### src/rtl/wb_round_robin_arbiter_if.sv
// rtl/wb_round_robin_arbiter_if.sv - Wishbone bundle between an array of masters, the arbiter and one slave
interface wb_round_robin_arbiter_if #(
   parameter int NUM_MASTERS = 2,
   parameter int aw          = 32,
   parameter int dw          = 32
);
   logic [NUM_MASTERS*aw-1:0] wbm_adr_i;
   logic [NUM_MASTERS*dw-1:0] wbm_dat_i;
   logic [NUM_MASTERS*4-1:0]  wbm_sel_i;
   logic [NUM_MASTERS-1:0]    wbm_we_i;
   logic [NUM_MASTERS-1:0]    wbm_cyc_i;
   logic [NUM_MASTERS-1:0]    wbm_stb_i;
   logic [NUM_MASTERS*3-1:0]  wbm_cti_i;
   logic [NUM_MASTERS*2-1:0]  wbm_bte_i;
   logic [dw-1:0]             wbm_sdt_o;
   logic [NUM_MASTERS-1:0]    wbm_ack_o;
   logic [NUM_MASTERS-1:0]    wbm_err_o;
   logic [NUM_MASTERS-1:0]    wbm_rty_o;

   logic [aw-1:0]             wbs_adr_o;
   logic [dw-1:0]             wbs_dat_o;
   logic [3:0]                wbs_sel_o;
   logic                      wbs_we_o;
   logic                      wbs_cyc_o;
   logic                      wbs_stb_o;
   logic [2:0]                wbs_cti_o;
   logic [1:0]                wbs_bte_o;
   logic [dw-1:0]             wbs_sdt_i;
   logic                      wbs_ack_i;
   logic                      wbs_err_i;
   logic                      wbs_rty_i;

   // Arbiter-side view: slave to the master array, master to the shared slave.
   modport slave (
      input  wbm_adr_i, wbm_dat_i, wbm_sel_i, wbm_we_i, wbm_cyc_i, wbm_stb_i, wbm_cti_i, wbm_bte_i,
      output wbm_sdt_o, wbm_ack_o, wbm_err_o, wbm_rty_o,
      output wbs_adr_o, wbs_dat_o, wbs_sel_o, wbs_we_o, wbs_cyc_o, wbs_stb_o, wbs_cti_o, wbs_bte_o,
      input  wbs_sdt_i, wbs_ack_i, wbs_err_i, wbs_rty_i
   );

   modport master (
      output wbm_adr_i, wbm_dat_i, wbm_sel_i, wbm_we_i, wbm_cyc_i, wbm_stb_i, wbm_cti_i, wbm_bte_i,
      input  wbm_sdt_o, wbm_ack_o, wbm_err_o, wbm_rty_o,
      input  wbs_adr_o, wbs_dat_o, wbs_sel_o, wbs_we_o, wbs_cyc_o, wbs_stb_o, wbs_cti_o, wbs_bte_o,
      output wbs_sdt_i, wbs_ack_i, wbs_err_i, wbs_rty_i
   );
endinterface

### src/rtl/wb_round_robin_arbiter.sv
// rtl/wb_round_robin_arbiter.sv - round-robin Wishbone arbiter granting whole CYC frames, with stall watchdog
module wb_round_robin_arbiter #(
   parameter int NUM_MASTERS = 2,
   parameter int aw          = 32,
   parameter int dw          = 32,
   parameter int TIMEOUT     = 256
) (
   input  logic                   wb_clk_i,
   input  logic                   wb_rst_i,
   wb_round_robin_arbiter_if.slave bus,
   output logic [NUM_MASTERS-1:0] grant_o
);
   localparam int LW = $clog2(NUM_MASTERS);
   localparam int CW = (TIMEOUT > 1) ? $clog2(TIMEOUT) : 1;

   typedef enum logic {IDLE, OWNED} state_t;

   state_t                 state_q, state_d;
   logic [NUM_MASTERS-1:0] grant_q, grant_d;
   logic [LW-1:0]          last_q, last_d;
   logic [LW-1:0]          pick;
   logic                   pick_valid;
   logic                   stb_raw;
   logic                   resp;
   logic                   fire;

   // First requester after the previous grantee; the previous grantee itself is reached last.
   always_comb begin
      pick       = '0;
      pick_valid = 1'b0;
      for (int i = NUM_MASTERS; i >= 1; i--) begin
         if (bus.wbm_cyc_i[(int'(last_q) + i) % NUM_MASTERS]) begin
            pick       = LW'((int'(last_q) + i) % NUM_MASTERS);
            pick_valid = 1'b1;
         end
      end
   end

   always_ff @(posedge wb_clk_i) begin
      if (wb_rst_i) begin
         state_q <= IDLE;
         grant_q <= '0;
         last_q  <= LW'(NUM_MASTERS - 1);
      end else begin
         state_q <= state_d;
         grant_q <= grant_d;
         last_q  <= last_d;
      end
   end

   always_comb begin
      state_d = state_q;
      grant_d = grant_q;
      last_d  = last_q;
      case (state_q)
         IDLE: begin
            if (pick_valid) begin
               state_d       = OWNED;
               grant_d       = '0;
               grant_d[pick] = 1'b1;
               last_d        = pick;
            end
         end
         OWNED: begin
            // The owner keeps the bus for its whole CYC frame; others are ignored.
            if (!bus.wbm_cyc_i[last_q]) begin
               if (pick_valid) begin
                  grant_d       = '0;
                  grant_d[pick] = 1'b1;
                  last_d        = pick;
               end else begin
                  state_d = IDLE;
                  grant_d = '0;
               end
            end
         end
         default: begin
            state_d = IDLE;
            grant_d = '0;
         end
      endcase
   end

   always_comb begin
      bus.wbs_adr_o = '0;
      bus.wbs_dat_o = '0;
      bus.wbs_sel_o = '0;
      bus.wbs_we_o  = 1'b0;
      bus.wbs_cyc_o = 1'b0;
      bus.wbs_cti_o = '0;
      bus.wbs_bte_o = '0;
      stb_raw       = 1'b0;
      if (state_q == OWNED) begin
         bus.wbs_adr_o = bus.wbm_adr_i[int'(last_q)*aw +: aw];
         bus.wbs_dat_o = bus.wbm_dat_i[int'(last_q)*dw +: dw];
         bus.wbs_sel_o = bus.wbm_sel_i[int'(last_q)*4 +: 4];
         bus.wbs_we_o  = bus.wbm_we_i[last_q];
         bus.wbs_cyc_o = bus.wbm_cyc_i[last_q];
         bus.wbs_cti_o = bus.wbm_cti_i[int'(last_q)*3 +: 3];
         bus.wbs_bte_o = bus.wbm_bte_i[int'(last_q)*2 +: 2];
         stb_raw       = bus.wbm_stb_i[last_q];
      end
   end

   assign resp = bus.wbs_ack_i | bus.wbs_err_i | bus.wbs_rty_i;

   generate
      if (TIMEOUT > 0) begin : g_wdog
         logic [CW-1:0] cnt_q;

         // A real slave response in the firing cycle takes precedence over the timeout.
         assign fire = stb_raw && !resp && (cnt_q == CW'(TIMEOUT - 1));

         always_ff @(posedge wb_clk_i) begin
            if (wb_rst_i || resp || !stb_raw || fire || (grant_d != grant_q)) begin
               cnt_q <= '0;
            end else begin
               cnt_q <= cnt_q + 1'b1;
            end
         end
      end else begin : g_no_wdog
         assign fire = 1'b0;
      end
   endgenerate

   assign bus.wbs_stb_o = stb_raw & ~fire;

   assign bus.wbm_sdt_o = bus.wbs_sdt_i;
   assign bus.wbm_ack_o = grant_q & {NUM_MASTERS{bus.wbs_ack_i}};
   assign bus.wbm_err_o = grant_q & {NUM_MASTERS{bus.wbs_err_i | fire}};
   assign bus.wbm_rty_o = grant_q & {NUM_MASTERS{bus.wbs_rty_i}};
   assign grant_o       = grant_q;
endmodule

### src/flat_wrapper.sv
// flat-port wrapper written by rule: the top's interface ports become plain ports
module wb_round_robin_arbiter_flat 
#(
   parameter int NUM_MASTERS = 2,
   parameter int aw          = 32,
   parameter int dw          = 32,
   parameter int TIMEOUT     = 256
)
  (wb_clk_i, wb_rst_i, grant_o, bus_wbm_adr_i, bus_wbm_dat_i, bus_wbm_sel_i, bus_wbm_we_i, bus_wbm_cyc_i, bus_wbm_stb_i, bus_wbm_cti_i, bus_wbm_bte_i, bus_wbm_sdt_o, bus_wbm_ack_o, bus_wbm_err_o, bus_wbm_rty_o, bus_wbs_adr_o, bus_wbs_dat_o, bus_wbs_sel_o, bus_wbs_we_o, bus_wbs_cyc_o, bus_wbs_stb_o, bus_wbs_cti_o, bus_wbs_bte_o, bus_wbs_sdt_i, bus_wbs_ack_i, bus_wbs_err_i, bus_wbs_rty_i);
  wb_round_robin_arbiter_if #(.NUM_MASTERS(NUM_MASTERS), .aw(aw), .dw(dw)) bus_i ();
  input  logic wb_clk_i;
  input  logic wb_rst_i;
  output logic [NUM_MASTERS-1:0] grant_o;
  input wire logic [$bits(bus_i.wbm_adr_i)-1:0] bus_wbm_adr_i;
  input wire logic [$bits(bus_i.wbm_dat_i)-1:0] bus_wbm_dat_i;
  input wire logic [$bits(bus_i.wbm_sel_i)-1:0] bus_wbm_sel_i;
  input wire logic [$bits(bus_i.wbm_we_i)-1:0] bus_wbm_we_i;
  input wire logic [$bits(bus_i.wbm_cyc_i)-1:0] bus_wbm_cyc_i;
  input wire logic [$bits(bus_i.wbm_stb_i)-1:0] bus_wbm_stb_i;
  input wire logic [$bits(bus_i.wbm_cti_i)-1:0] bus_wbm_cti_i;
  input wire logic [$bits(bus_i.wbm_bte_i)-1:0] bus_wbm_bte_i;
  output wire logic [$bits(bus_i.wbm_sdt_o)-1:0] bus_wbm_sdt_o;
  output wire logic [$bits(bus_i.wbm_ack_o)-1:0] bus_wbm_ack_o;
  output wire logic [$bits(bus_i.wbm_err_o)-1:0] bus_wbm_err_o;
  output wire logic [$bits(bus_i.wbm_rty_o)-1:0] bus_wbm_rty_o;
  output wire logic [$bits(bus_i.wbs_adr_o)-1:0] bus_wbs_adr_o;
  output wire logic [$bits(bus_i.wbs_dat_o)-1:0] bus_wbs_dat_o;
  output wire logic [$bits(bus_i.wbs_sel_o)-1:0] bus_wbs_sel_o;
  output wire logic [$bits(bus_i.wbs_we_o)-1:0] bus_wbs_we_o;
  output wire logic [$bits(bus_i.wbs_cyc_o)-1:0] bus_wbs_cyc_o;
  output wire logic [$bits(bus_i.wbs_stb_o)-1:0] bus_wbs_stb_o;
  output wire logic [$bits(bus_i.wbs_cti_o)-1:0] bus_wbs_cti_o;
  output wire logic [$bits(bus_i.wbs_bte_o)-1:0] bus_wbs_bte_o;
  input wire logic [$bits(bus_i.wbs_sdt_i)-1:0] bus_wbs_sdt_i;
  input wire logic [$bits(bus_i.wbs_ack_i)-1:0] bus_wbs_ack_i;
  input wire logic [$bits(bus_i.wbs_err_i)-1:0] bus_wbs_err_i;
  input wire logic [$bits(bus_i.wbs_rty_i)-1:0] bus_wbs_rty_i;
  assign bus_i.wbm_adr_i = bus_wbm_adr_i;
  assign bus_i.wbm_dat_i = bus_wbm_dat_i;
  assign bus_i.wbm_sel_i = bus_wbm_sel_i;
  assign bus_i.wbm_we_i = bus_wbm_we_i;
  assign bus_i.wbm_cyc_i = bus_wbm_cyc_i;
  assign bus_i.wbm_stb_i = bus_wbm_stb_i;
  assign bus_i.wbm_cti_i = bus_wbm_cti_i;
  assign bus_i.wbm_bte_i = bus_wbm_bte_i;
  assign bus_wbm_sdt_o = bus_i.wbm_sdt_o;
  assign bus_wbm_ack_o = bus_i.wbm_ack_o;
  assign bus_wbm_err_o = bus_i.wbm_err_o;
  assign bus_wbm_rty_o = bus_i.wbm_rty_o;
  assign bus_wbs_adr_o = bus_i.wbs_adr_o;
  assign bus_wbs_dat_o = bus_i.wbs_dat_o;
  assign bus_wbs_sel_o = bus_i.wbs_sel_o;
  assign bus_wbs_we_o = bus_i.wbs_we_o;
  assign bus_wbs_cyc_o = bus_i.wbs_cyc_o;
  assign bus_wbs_stb_o = bus_i.wbs_stb_o;
  assign bus_wbs_cti_o = bus_i.wbs_cti_o;
  assign bus_wbs_bte_o = bus_i.wbs_bte_o;
  assign bus_i.wbs_sdt_i = bus_wbs_sdt_i;
  assign bus_i.wbs_ack_i = bus_wbs_ack_i;
  assign bus_i.wbs_err_i = bus_wbs_err_i;
  assign bus_i.wbs_rty_i = bus_wbs_rty_i;
  wb_round_robin_arbiter #(.NUM_MASTERS(NUM_MASTERS), .aw(aw), .dw(dw), .TIMEOUT(TIMEOUT)) u_core (.wb_clk_i(wb_clk_i), .wb_rst_i(wb_rst_i), .bus(bus_i), .grant_o(grant_o));
endmodule
### config.mk
export PLATFORM = sky130hd
export DESIGN_NAME = wb_round_robin_arbiter_flat
export DESIGN_NICKNAME = d
export VERILOG_FILES = /design/src/rtl/wb_round_robin_arbiter_if.sv /design/src/rtl/wb_round_robin_arbiter.sv /design/src/flat_wrapper.sv
export SDC_FILE = /design/constraint.sdc
export NUM_CORES = 1
export LEC_CHECK = 0
export BUFFER_PORTS_ARGS = -buffer_cell sky130_fd_sc_hd__buf_2
export CORE_AREA = 2 2 118 120
export DETAILED_ROUTE_END_ITERATION = 6
export DIE_AREA = 0 0 120 122
export SLEW_MARGIN = 20
export SYNTH_ARGS = -nofsm -noshare
export SYNTH_HDL_FRONTEND = slang
export SYNTH_SLANG_ARGS = --single-unit
### constraint.sdc
create_clock -name wb_clk_i -period 2.25 [get_ports wb_clk_i]
set_input_delay 0.3375 -clock wb_clk_i [delete_from_list [all_inputs] [get_ports wb_clk_i]]
set_output_delay 0.3375 -clock wb_clk_i [all_outputs]
set_load 0.02 [all_outputs]
# == Word level (Yosys, flattened, before mapping) ==
# Cells that the tools add are included.
# word_totals
register_bits,12
input_bits,189
output_inout_bits,116
elab_cells,77
# classes
n_addsub,3
multipliers,1
order_cmp,5
n_eq_ne,3
n_shift,5
mux,36
n_bitwise,11
n_reduce_logical,9
# ops
operator,count
64-bit by 7-bit variable part select with 32-bit output,2
32-bit 2-to-1 mux,2
6-bit by 32-bit variable part select with 3-bit output,1
1-bit 2-to-1 mux,24
"8-bit by 1-bit adder with 8-bit output, second input constant",1
"8-bit equality test, second input constant",1
2-bit 2-to-1 mux,4
8-bit by 4-bit variable part select with 4-bit output,1
2-bit bitwise AND,3
"2-bit by 3-bit < comparator with 1-bit output, second input constant",2
1-bit logical OR,4
"1-bit by 2-bit < comparator with 1-bit output, second input constant",2
4-bit 2-to-1 mux,1
1-bit case mux with 2 select lines,2
2-bit case mux with 2 select lines,1
4-bit by 3-bit variable part select with 2-bit output,1
1-bit logical AND,3
"1-bit by 2-bit multiplier with 3-bit output, second input constant",1
3-bit 2-to-1 mux,1
1-bit OR,3
"1-bit adder, second input constant",2
"1-bit bitwise AND, first input constant",2
1-bit zero test,2
2-bit != test,1
other kinds (5),6

# == Logic depth before layout (Yosys ltp) ==
# logic_depth
ltp_word,16
depth_mapped,6
mapped_depth_nobuf,5

# == Worst setup path after synthesis ==
# Ideal clock, no wire load.
# synth_timing
path_kind,register -> output
start,reg u_core.last_q
end,out bus_wbs_dat_o[18]
arrival_ns,1.285
required_ns,1.913
path_slack_ns,0.627
path_stages_with_launch,6
path_buffers,3
path_cell_list,dfxtp_1 > buf_4 > buf_4 > buf_2 > mux2i_1 > nor2b_1
# synth_between
elab_chain_cells,2
# synth_rtl
item,line_no,rtl
start: declaration,wb_round_robin_arbiter.sv:20,"logic [LW-1:0] last_q, last_d;"
start signal: assignment,wb_round_robin_arbiter.sv:43,last_q <= LW'(NUM_MASTERS - 1);
start signal: assignment,wb_round_robin_arbiter.sv:47,last_q <= last_d;
64-bit by 7-bit variable part select with 32-bit output,wb_round_robin_arbiter.sv:95,bus.wbs_dat_o = bus.wbm_dat_i[int'(last_q)*dw +: dw];
32-bit 2-to-1 mux,wb_round_robin_arbiter.sv:93,if (state_q == OWNED) begin
end: declaration,flat_wrapper.sv:27,output wire logic [$bits(bus_i.wbs_dat_o)-1:0] bus_wbs_dat_o;
# No other way between the ends.

# == Worst setup path in the final report ==
# layout_timing
start,reg u_core.last_q
end,out bus_wbs_sel_o[2]
# layout_between
elab_chain_cells,2
# layout_rtl
item,line_no,rtl
8-bit by 4-bit variable part select with 4-bit output,wb_round_robin_arbiter.sv:96,bus.wbs_sel_o = bus.wbm_sel_i[int'(last_q)*4 +: 4];
4-bit 2-to-1 mux,wb_round_robin_arbiter.sv:93,
end: declaration,flat_wrapper.sv:28,output wire logic [$bits(bus_i.wbs_sel_o)-1:0] bus_wbs_sel_o;
# No other way between the ends.

==> run summary <==
The flow ran to the end, and the final reports show no timing, DRC or antenna violations. The wire-length estimate of the detail-placed layout is 6920 um. For the final setup violation count, the log shows 0. The logs give 674 for the total number of nets in the final design and 0 for the final number of max-transition violations. The longest clock path from root to sink contains 2 buffers.

In this run the standard cell core region covers 13500 um^2. The critical path in this run is classified as flop to primary output. Across the VDD grid, the largest voltage drop is 0.295 mV. STA classifies the critical path endpoint as a primary output.

In this run, post-CTS repair resized a total of 0 instances. The synthesized netlist devotes 2.32% of its cell area to XOR and XNOR gates. The mean cell area of the mapped netlist came out at 7.89 um^2. At the pin with the least slew margin, the transition time is 581 ps. The pre-antenna-repair detailed-routing pass consisted of 4 iterations.

Summed over its instances, the top area cell type makes up 33.1% of the synthesized netlist area. The peak fanout along the critical path is 36, and the number of vias per cell is 3.85. STA puts the critical path data arrival time at 1650 ps. The run gives 0 as the hold violation count in the final report. The tools report the reported max-cap violation count as 0. Global routing finished with a remaining overflow of 0. After the first detailed-routing iteration, the DRC count stood at 77. The startpoint identified for the worst register-to-register timing path is u_core.last_q$_SDFFE_PP1P_. The post-synthesis share of cell area spent on and, or, nand and nor gates is 31.2%.

Ranked by total cell area, the synthesized netlist is headed by mux2i_1 33%, nor2b_1 21%, buf_4 13%, dfxtp_1 11%, nor3_1 2.4%. Setup repair after global routing left no endpoint under its margin. The register bit count reported by yosys was 12; the via count was 2550. Port buffering added 240 buffers. After detailed routing, the total wire length is 8310 um. The number of nets in the synthesized netlist is 477. The number of antenna violations at the first check in global routing is 0, and the switching power is 0.462 mW. The logs give 0 for the number of setup buffers added after CTS and 540 ps for the register-to-register setup slack.

Clock-pin slew was measured on the worst setup and hold paths at 40 ps. Routability-driven placement finished with a final weighted congestion of 0.738. Internal power contribution: 0.770 mW. Cell area power density: 354 nW/um^2.

The nature of the critical path startpoint is a flop. The repair_antennas step left the layout with diodes totalling 0. The die is 122 um tall. The floorplan has 43 rows.

The adder-cell share of the synthesized area works out to 0.552%. Synthesis handed over a netlist of 287 instances. The area added between synthesis and finish is 53.6%. The clock latency reported for the late side of the worst-skew pair came out at 240 ps. Final hold analysis gives a worst-case slack of 335 ps. The headroom to the max-slew limit came out at 61.3%. The count of clock tree sinks was 12; the portion of total power attributed to sequential cells was 18.7%. The clock network fraction of total power is 26.4%, and the routed length per instance is 12.5 um. The tightest min-delay check is of the primary input to flop type. The worst clock skew is 5.83 ps, and the synthesized area is 2260 um^2. For the maximum clock frequency, the log shows 0.504 GHz. The number of primary I/O pins is 305. STA puts the critical path data required time at 1910 ps. The count of H-tree levels built during CTS was 1. By area, the combinational part of the netlist is dominated by multiplexers. Cells with a size suffix above 1 make up 52.6% of the layout.

The first global-routing pass estimated 11700 um of wire. The most critical setup path has its startpoint at u_core.last_q$_SDFFE_PP1P_. Clock tree root driver cell: clkbuf_16. Net switching is 37.5% of the power. The share of cell area taken by muxes after synthesis came out at 33.1%.

For this run, the number of Yosys warnings is 0. Once the floorplan was initialized, standard cells occupied 16.8% of the core. Of all cell types, the one taking the most synthesized area is mux2i_1. After clock tree synthesis, the flow added hold-fix buffers numbering 0. The logs give 10.6% for the fraction of the yosys area taken by sequential cells and 0 for the post-route antenna net violation count. The share of the clock period used by the worst path after layout was 88.1%. The via count of the first global-routing pass was 2295; the overall routing resource usage was 9.74%. The floorplan step defined a die boundary enclosing 14600 um^2.

Clock tree synthesis inserted a total of 3 buffers. The logs give 29 for the number of different library cells in the post-synthesis netlist and 81 for the largest net degree at the start of global routing. The synthesized netlist devotes 5.97% of its cell area to compound gates. For the leakage power of the design, the log shows 2.11 nW. The final total negative setup slack was 0 ps; the die width was 120 um. TritonCTS built the clock tree. The total power was 1.23 mW; the minimum period implied by the final worst setup slack was 1980 ps. The run gives 0 as the number of remaining DRC errors.

The worst hold path begins at wb_rst_i. The relative contribution of combinational cells to total power is 54.9%.
## power groups by stage
| stage | logic, mW | clock network (mW) | registers, mW |
|---|---|---|---|
| 6_report | 0.677 | 0.325 | 0.231 |
| 5_1_grt | 0.732 | 0.352 | 0.232 |
| 4_1_cts | 0.687 | 0.337 | 0.231 |
| 3_5_place_dp | 0.684 | 0 | 0.235 |
| 3_3_place_gp | 0.681 | 0 | 0.235 |
| 2_1_floorplan | 0.496 | 0 | 0.232 |
## layout make-up
class | instances | area, um^2
fill | 1517 | 10000
sequential | 12 | 245
multi-input combinational | 219 | 1660
tap | 180 | 225
timing repair buffer | 244 | 1260
inverter | 4 | 15.0
clock buffer | 4 | 78.8
## cells in the final DEF (no fill, tap or decap)
cell type and count:
o2111ai_4 1, a21o_1 1, or3_1 1, nand2b_1 2
xor2_1 2, o21ai_0 4, ha_1 1, buf_12 2
dfxtp_2 1, clkbuf_16 3, mux2i_1 75, nor2_1 7
o21ai_2 1, nor3_1 11, clkbuf_1 1, and2_1 5
a21oi_1 10, dfxtp_1 10, nor2b_1 76, inv_1 4
or2_2 1, o21a_1 3, buf_4 2, dfxtp_4 1
buf_2 240, nor3b_2 1, nand3_1 3, nand2_1 6
and3_1 1, nor4_4 1, and3b_1 1, xnor2_1 4
nand3b_1 1
## worst max-delay path: stages, from the launching register on
cell,delay (ps)
dfxtp_4,360
buf_4,470
mux2i_1,310
nor2b_1,70
buf_2,160
## synthesized netlist by cell type, drive strengths merged
cell type and n:
a21o 1, nor4 1, nor2 7, nor2b 76, inv 4, nand2b 2
nand3b 1, and2 5, xor2 2, and3 1, nand2 6, xnor2 4
o2111ai 1, dfxtp 12, clkbuf 7, or3 1, buf 45, nand3 3
o21ai 5, a21oi 10, nor3 11, and3b 1, mux2i 75, o21a 3
ha 1, or2 1, nor3b 1
## layer usage
layer	track usage, %	share of wire, %	vias to the layer above
met5	0	0	-
li1	-	-	1325
met3	3.14	10	4
met4	1.10	0.42	0
met1	11.9	40	1098
met2	17.2	49	123
## worst paths after layout
check | to | cells past startpoint
setup / recovery | bus_wbs_sel_o[2] | 4
setup reg to reg | u_core.g_wdog.cnt_q[3]$_SDFF_PP0_ | 4
hold / removal | u_core.state_q$_SDFF_PP0_ | 2
hold reg to reg | u_core.g_wdog.cnt_q[0]$_SDFF_PP0_ | 1
## per-stage QoR
stage          area [um^2]  std cells  utilization [%]  setup WS (ps)
2_1_floorplan         2260        287                -            627
3_3_place_gp          3400        659             25.2            512
3_5_place_dp          3400        659             25.2            498
4_1_cts               3480        663             25.8            264
5_1_grt               3480        663             25.8            179
6_report              3480        663             25.8            267
## flip-flops by register name, summed over array words and instances (netlist names)
signal,cells
u_core.g_wdog.cnt_q,8
u_core.grant_o,2
u_core.last_q,1
u_core.state_q,1
## cells by family after synthesis
| kind of cell | count (synthesis) |
|---|---|
| and+or+nand+nor | 117 |
| muxes | 75 |
| buffers and inverters | 56 |
| AOI/OAI and AO/OA | 20 |
| DFF | 12 |
| xor gates and xnor gates | 6 |
| adders and majority gates | 1 |
No activity file was read; power rests on OpenSTA's default activity.
